$ cat src/rtl/regfile_pkg.sv
// rtl/regfile_pkg.sv - shared widths, commit queue entry type and write-enable decode for regfile_wb
package regfile_pkg;

    localparam int DATA_W = 32;
    localparam int ADDR_W = 5;
    localparam int NREGS  = 2 ** ADDR_W;

    localparam logic [ADDR_W-1:0] ZERO_REG = '0;

    typedef struct packed {
        logic [ADDR_W-1:0] addr;
        logic [DATA_W-1:0] data;
        logic              vld;
    } wb_entry_t;

    // One-hot enable for the committing register; r0 never gets an enable.
    function automatic logic [NREGS-1:0] wen_decoder5_to_32(
        input logic [ADDR_W-1:0] addr,
        input logic              en
    );
        logic [NREGS-1:0] oh;
        oh           = '0;
        oh[addr]     = en;
        oh[ZERO_REG] = 1'b0;
        return oh;
    endfunction

endpackage

$ cat src/rtl/wb_fifo2.sv
// rtl/wb_fifo2.sv - 2-entry ordered commit queue exposing head and tail for bypass compare
module wb_fifo2
    import regfile_pkg::*;
(
    input  logic              clk,
    input  logic              rst_n,
    input  logic              push,
    input  logic [ADDR_W-1:0] push_addr,
    input  logic [DATA_W-1:0] push_data,
    input  logic              pop,
    output wb_entry_t         head,
    output wb_entry_t         tail,
    output logic [1:0]        count
);

    wb_entry_t q0;
    wb_entry_t q1;
    wb_entry_t new_entry;
    logic      push_ok;
    logic      pop_ok;

    always_comb begin
        new_entry      = '0;
        new_entry.addr = push_addr;
        new_entry.data = push_data;
        new_entry.vld  = 1'b1;
    end

    assign pop_ok  = pop && q0.vld;
    assign push_ok = push && !q1.vld;

    // q0 is always the oldest entry; q1 is only valid when q0 is.
    always_ff @(posedge clk or negedge rst_n) begin
        if (!rst_n) begin
            q0 <= '0;
            q1 <= '0;
        end else begin
            case ({push_ok, pop_ok})
                2'b11: q0 <= new_entry;
                2'b01: begin
                    q0 <= q1;
                    q1 <= '0;
                end
                2'b10: begin
                    if (!q0.vld) q0 <= new_entry;
                    else         q1 <= new_entry;
                end
                default: ;
            endcase
        end
    end

    assign head  = q0;
    assign tail  = q1;
    assign count = {q0.vld & q1.vld, q0.vld ^ q1.vld};

endmodule

$ cat src/rtl/regfile_wb.sv
// rtl/regfile_wb.sv - 32x32 register file with queued write-back and read bypass from the queue
module regfile_wb
    import regfile_pkg::*;
#(
    parameter int DATA_W = regfile_pkg::DATA_W,
    parameter int ADDR_W = regfile_pkg::ADDR_W
) (
    input  logic              clk,
    input  logic              rst_n,
    input  logic              wb_valid,
    output logic              wb_ready,
    input  logic [ADDR_W-1:0] wb_addr,
    input  logic [DATA_W-1:0] wb_data,
    input  logic              freeze,
    input  logic [ADDR_W-1:0] rs1_addr,
    output logic [DATA_W-1:0] rs1_data,
    input  logic [ADDR_W-1:0] rs2_addr,
    output logic [DATA_W-1:0] rs2_data,
    output logic [1:0]        pending
);

    localparam int NREGS = 2 ** ADDR_W;

    logic [DATA_W-1:0] regs [NREGS];
    wb_entry_t         head;
    wb_entry_t         tail;
    logic              accept;
    logic              push;
    logic              commit;
    logic [NREGS-1:0]  wen;

    assign wb_ready = (pending < 2'd2);
    assign accept   = wb_valid && wb_ready;
    assign push     = accept && (wb_addr != ZERO_REG);
    assign commit   = head.vld && !freeze;

    wb_fifo2 u_fifo (
        .clk       (clk),
        .rst_n     (rst_n),
        .push      (push),
        .push_addr (wb_addr),
        .push_data (wb_data),
        .pop       (commit),
        .head      (head),
        .tail      (tail),
        .count     (pending)
    );

    assign wen = wen_decoder5_to_32(head.addr, commit);

    always_ff @(posedge clk or negedge rst_n) begin
        if (!rst_n) begin
            for (int i = 0; i < NREGS; i++) regs[i] <= '0;
        end else begin
            for (int i = 0; i < NREGS; i++) begin
                if (wen[i]) regs[i] <= head.data;
            end
        end
    end

    // Youngest pending value wins: tail, then head, then the array.
    always_comb begin
        rs1_data = regs[rs1_addr];
        if (rs1_addr == ZERO_REG)                      rs1_data = '0;
        else if (tail.vld && tail.addr == rs1_addr)    rs1_data = tail.data;
        else if (head.vld && head.addr == rs1_addr)    rs1_data = head.data;
    end

    always_comb begin
        rs2_data = regs[rs2_addr];
        if (rs2_addr == ZERO_REG)                      rs2_data = '0;
        else if (tail.vld && tail.addr == rs2_addr)    rs2_data = tail.data;
        else if (head.vld && head.addr == rs2_addr)    rs2_data = head.data;
    end

endmodule

$ cat config.mk
export PLATFORM = sky130hd
export DESIGN_NAME = regfile_wb
export DESIGN_NICKNAME = d
export VERILOG_FILES = /design/src/rtl/regfile_pkg.sv /design/src/rtl/wb_fifo2.sv /design/src/rtl/regfile_wb.sv
export SDC_FILE = /design/constraint.sdc
export NUM_CORES = 2
export LEC_CHECK = 0
export CELL_PAD_IN_SITES_DETAIL_PLACEMENT = 1
export CELL_PAD_IN_SITES_GLOBAL_PLACEMENT = 1
export CORE_MARGIN = 4
export CORE_UTILIZATION = 45
export DETAILED_ROUTE_END_ITERATION = 8
export GPL_TIMING_DRIVEN = 0
export PLACE_DENSITY_LB_ADDON = 0.1
export SYNTH_ARGS = -nofsm -noshare
export SYNTH_HDL_FRONTEND = slang
export SYNTH_SLANG_ARGS = --single-unit
$ cat constraint.sdc
create_clock -name clk -period 6.6 [get_ports clk]
set_clock_uncertainty 0.2 [all_clocks]
set_input_delay 1.98 -clock clk [delete_from_list [all_inputs] [get_ports clk]]
set_output_delay 1.98 -clock clk [all_outputs]
set_load 0.03 [all_outputs]
==> impl_metrics.tcl <==
set metrics [dict create \
    violations "negative setup slack" \
    setup_viol 20 \
    synth_area_leaders "dfrtp_1, mux2_2, mux2i_1" \
    yosys.area_share.xor_xnor 0.003007 \
    hpwl_um 170200 \
    synth-simple-area-share 0.03033 \
    worstPathArrival_ns 4.50 \
    synth_area_leader_cell "dfrtp_1" \
    worst_slack_ns -0.07864 \
    clockBufferDepth 3 \
    rsz0062_at_grt "yes" \
    num-fill-cells 12484 \
    die_y_um 367.8 \
    clock_latency_ns 0.75 \
    multiInputGateArea_um2 31300 \
    top_usage_layer "met2" \
    regArea_um2 26730 \
    synthAdderAreaFrac 0.0002148 \
    via_count 43078 \
    dr.pass1.iters 6 \
    worst-setup-path-type "input port to output port" \
    hold_start "regs[545]" \
    critPathMaxFanout 10 \
    hold_violations 0 \
    layout.cells.non_filler 6524 \
    outcome "complete, but fails checks" \
    ys_seq_area_frac 0.4587 \
    synth_top_family_by_area "multiplexers" \
    avgSynthCellArea_um2 13.08 \
    gr-usage-met2 0.5221 \
    ys_types 60 \
    synth.most_common_cell "dfrtp_1" \
    wl_per_cell_um 35.75 \
    ys_ff_latch 1068 \
    max_cap_viol_count 0 \
    synth_commonest_cells "dfrtp_1, mux2_2, mux2i_1" \
    fmax_mhz 149.7 \
    gr-usage-met1 0.4486 \
    min-delay-path-class "flip-flop to flip-flop" \
    dieArea_um2 135300 \
    p_per_area_nw_per_um2 421.5 \
    fin_util 0.5355 \
    synth_edf_count 0 \
    netlist_area_um2 58260 \
    drc 0 \
    vdd_drop_max_v 0.0003106 \
    critPathCaptureType "output port" \
    antenna_left 0 \
    numCtsBuffers 121 \
    crit_start "rs1_addr[1]" \
    tightest_slew_ns 1.294 \
    grt_pass1_wl_um 332800 \
    numClockSinks 1068 \
    antenna_found_initial 5 \
    slew_headroom 0.1339 \
    io_buffers 111 \
    setup_tns_ns -0.4115 \
    grt_max_degree 168 \
    synth_fp_nets 4507 \
    r2r-start "u_fifo.head[0]" \
    grt.overflow.total 0 \
    num_rows 131 \
    place_congestion 0.9820 \
    initial_utilization 0.4551 \
    track_usage 0.3381 \
    synth-warning-count 0 \
    tritoncts "built" \
    htreeDepth 3 \
    async_flop_share 1.000 \
    cts_hold_buf 0 \
    clk_pin_slew_worst_paths_ns 0.06 \
    worstPathRequired_ns 4.42 \
    ios 118 \
    final_nets 4755 \
    drv_slew 0 \
    grt_use_met3 0.06644 \
    drt_iter0_drc 4066 \
    grt_pass1_vias 45265 \
    place_inst 6303 \
    worstSetupStartpointType "input port" \
    post-route-period-util 1.012 \
    layout-drive-gt1-share 0.4406 \
    wl_um 233200 \
    synth_top_area_frac 0.4587 \
    p_leak_nw 30.80 \
    whs_ns 0.3073 \
    synth_compound_area_frac 0.08778 \
    coreArea_um2 128000 \
    area_growth_pct 17.66 \
    total_power_w 0.02889 \
    synth_mux_area_frac 0.3784 \
    die_w_um 367.8 \
    synthCells 4455 \
    cts_root_buf "clkbuf_16" \
    viasPerCell 6.603 \
    synth_flop_cell "dfrtp_1" \
    fin_crit_ns 6.679 \
]
[routing by layer]
metal,part of all wire,wire (um)
met5,0,0
met4,0.068,15930
met3,0.068,15830
met2,0.45,105100
met1,0.41,96350
[cell usage in the layout, fill, tap and decap left out, drive strengths merged, types with 31 or more instances in the layout]
cell	Yosys	routed
nand2	66	66
nor2b	34	34
nor3	129	129
a22oi	62	62
buf	241	320
clkdlybuf4s50	0	42
mux2i	536	536
a22o	37	37
a32oi	63	63
clkbuf	241	420
mux4	196	196
mux2	1089	1089
a211oi	94	94
or3	34	34
o31ai	33	33
o41ai	31	31
dfrtp	1068	1068
o22ai	284	284
a21oi	71	71
a221oi	34	34
[per-stage QoR]
step | instance area (um^2) | setup WS [ns]
6_report | 68550 | -0.07864
3_3_place_gp | 61530 | -47.05
3_5_place_dp | 61760 | -3.028
4_1_cts | 68260 | -0.02337
2_1_floorplan | 58260 | 0.2546
5_1_grt | 68540 | -0.009254
[power breakdown]
group	leakage, nW	switching (W)	internal [W]
logic	14.6	0.00541	0.00491
registers	14.2	0.00244	0.00929
clock network	1.94	0.00285	0.00399
[worst max-delay path, cell delays in order]
cell	delay, ns
buf_4	0.20
buf_8	0.24
buf_6	0.28
mux4_2	0.25
nand2_1	0.07
a221oi_1	0.46
a2111oi_2	0.10
nor4_2	0.58
buf_2	0.32
[flip-flops by register name, summed over array words and instances, names as in the netlist]
name / count
regs: 992
u_fifo.head: 38
u_fifo.tail: 38
[layout make-up]
class	instances	area share
Buffer	478	0.04532
Timing Repair Buffer	129	0.01867
Tap cell	1729	0.03156
Multi-Input combinational cell	2900	0.4566
Sequential cell	1068	0.3899
Clock buffer	191	0.05407
Antenna cell	4	0.0001460
Clock inverter	20	0.003486
Inverter	5	0.0002738
[final timing paths]
| kind | endpoint | slack, ns | cells after the start |
|---|---|---|---|
| setup / recovery | rs1_data[30] | -0.08 | 9 |
| hold / removal | regs[545] | 0.31 | 1 |
| setup reg to reg | regs[312] | 3.03 | 6 |
| hold reg to reg | regs[545] | 0.31 | 1 |
| max in group asynchronous | regs[291] | 2.66 | 4 |
| min in group asynchronous | regs[856] | 0.90 | 1 |
[kinds of logic after synthesis]
| family | count (synthesis) |
|---|---|
| buf+inv | 487 |
| simple gates | 335 |
| flops | 1068 |
| compound gates | 723 |
| xor+xnor | 20 |
| fa+ha+maj | 1 |
| mux | 1821 |
[what timing repair did]
action,in CTS,in global routing
pin swaps,70,23
hold endpoints to repair,0,0
gates resized for setup,940,94
buffers inserted,6,3
cloned,1,0
setup endpoints to repair,64,63
No activity file was read; power rests on OpenSTA's default activity.
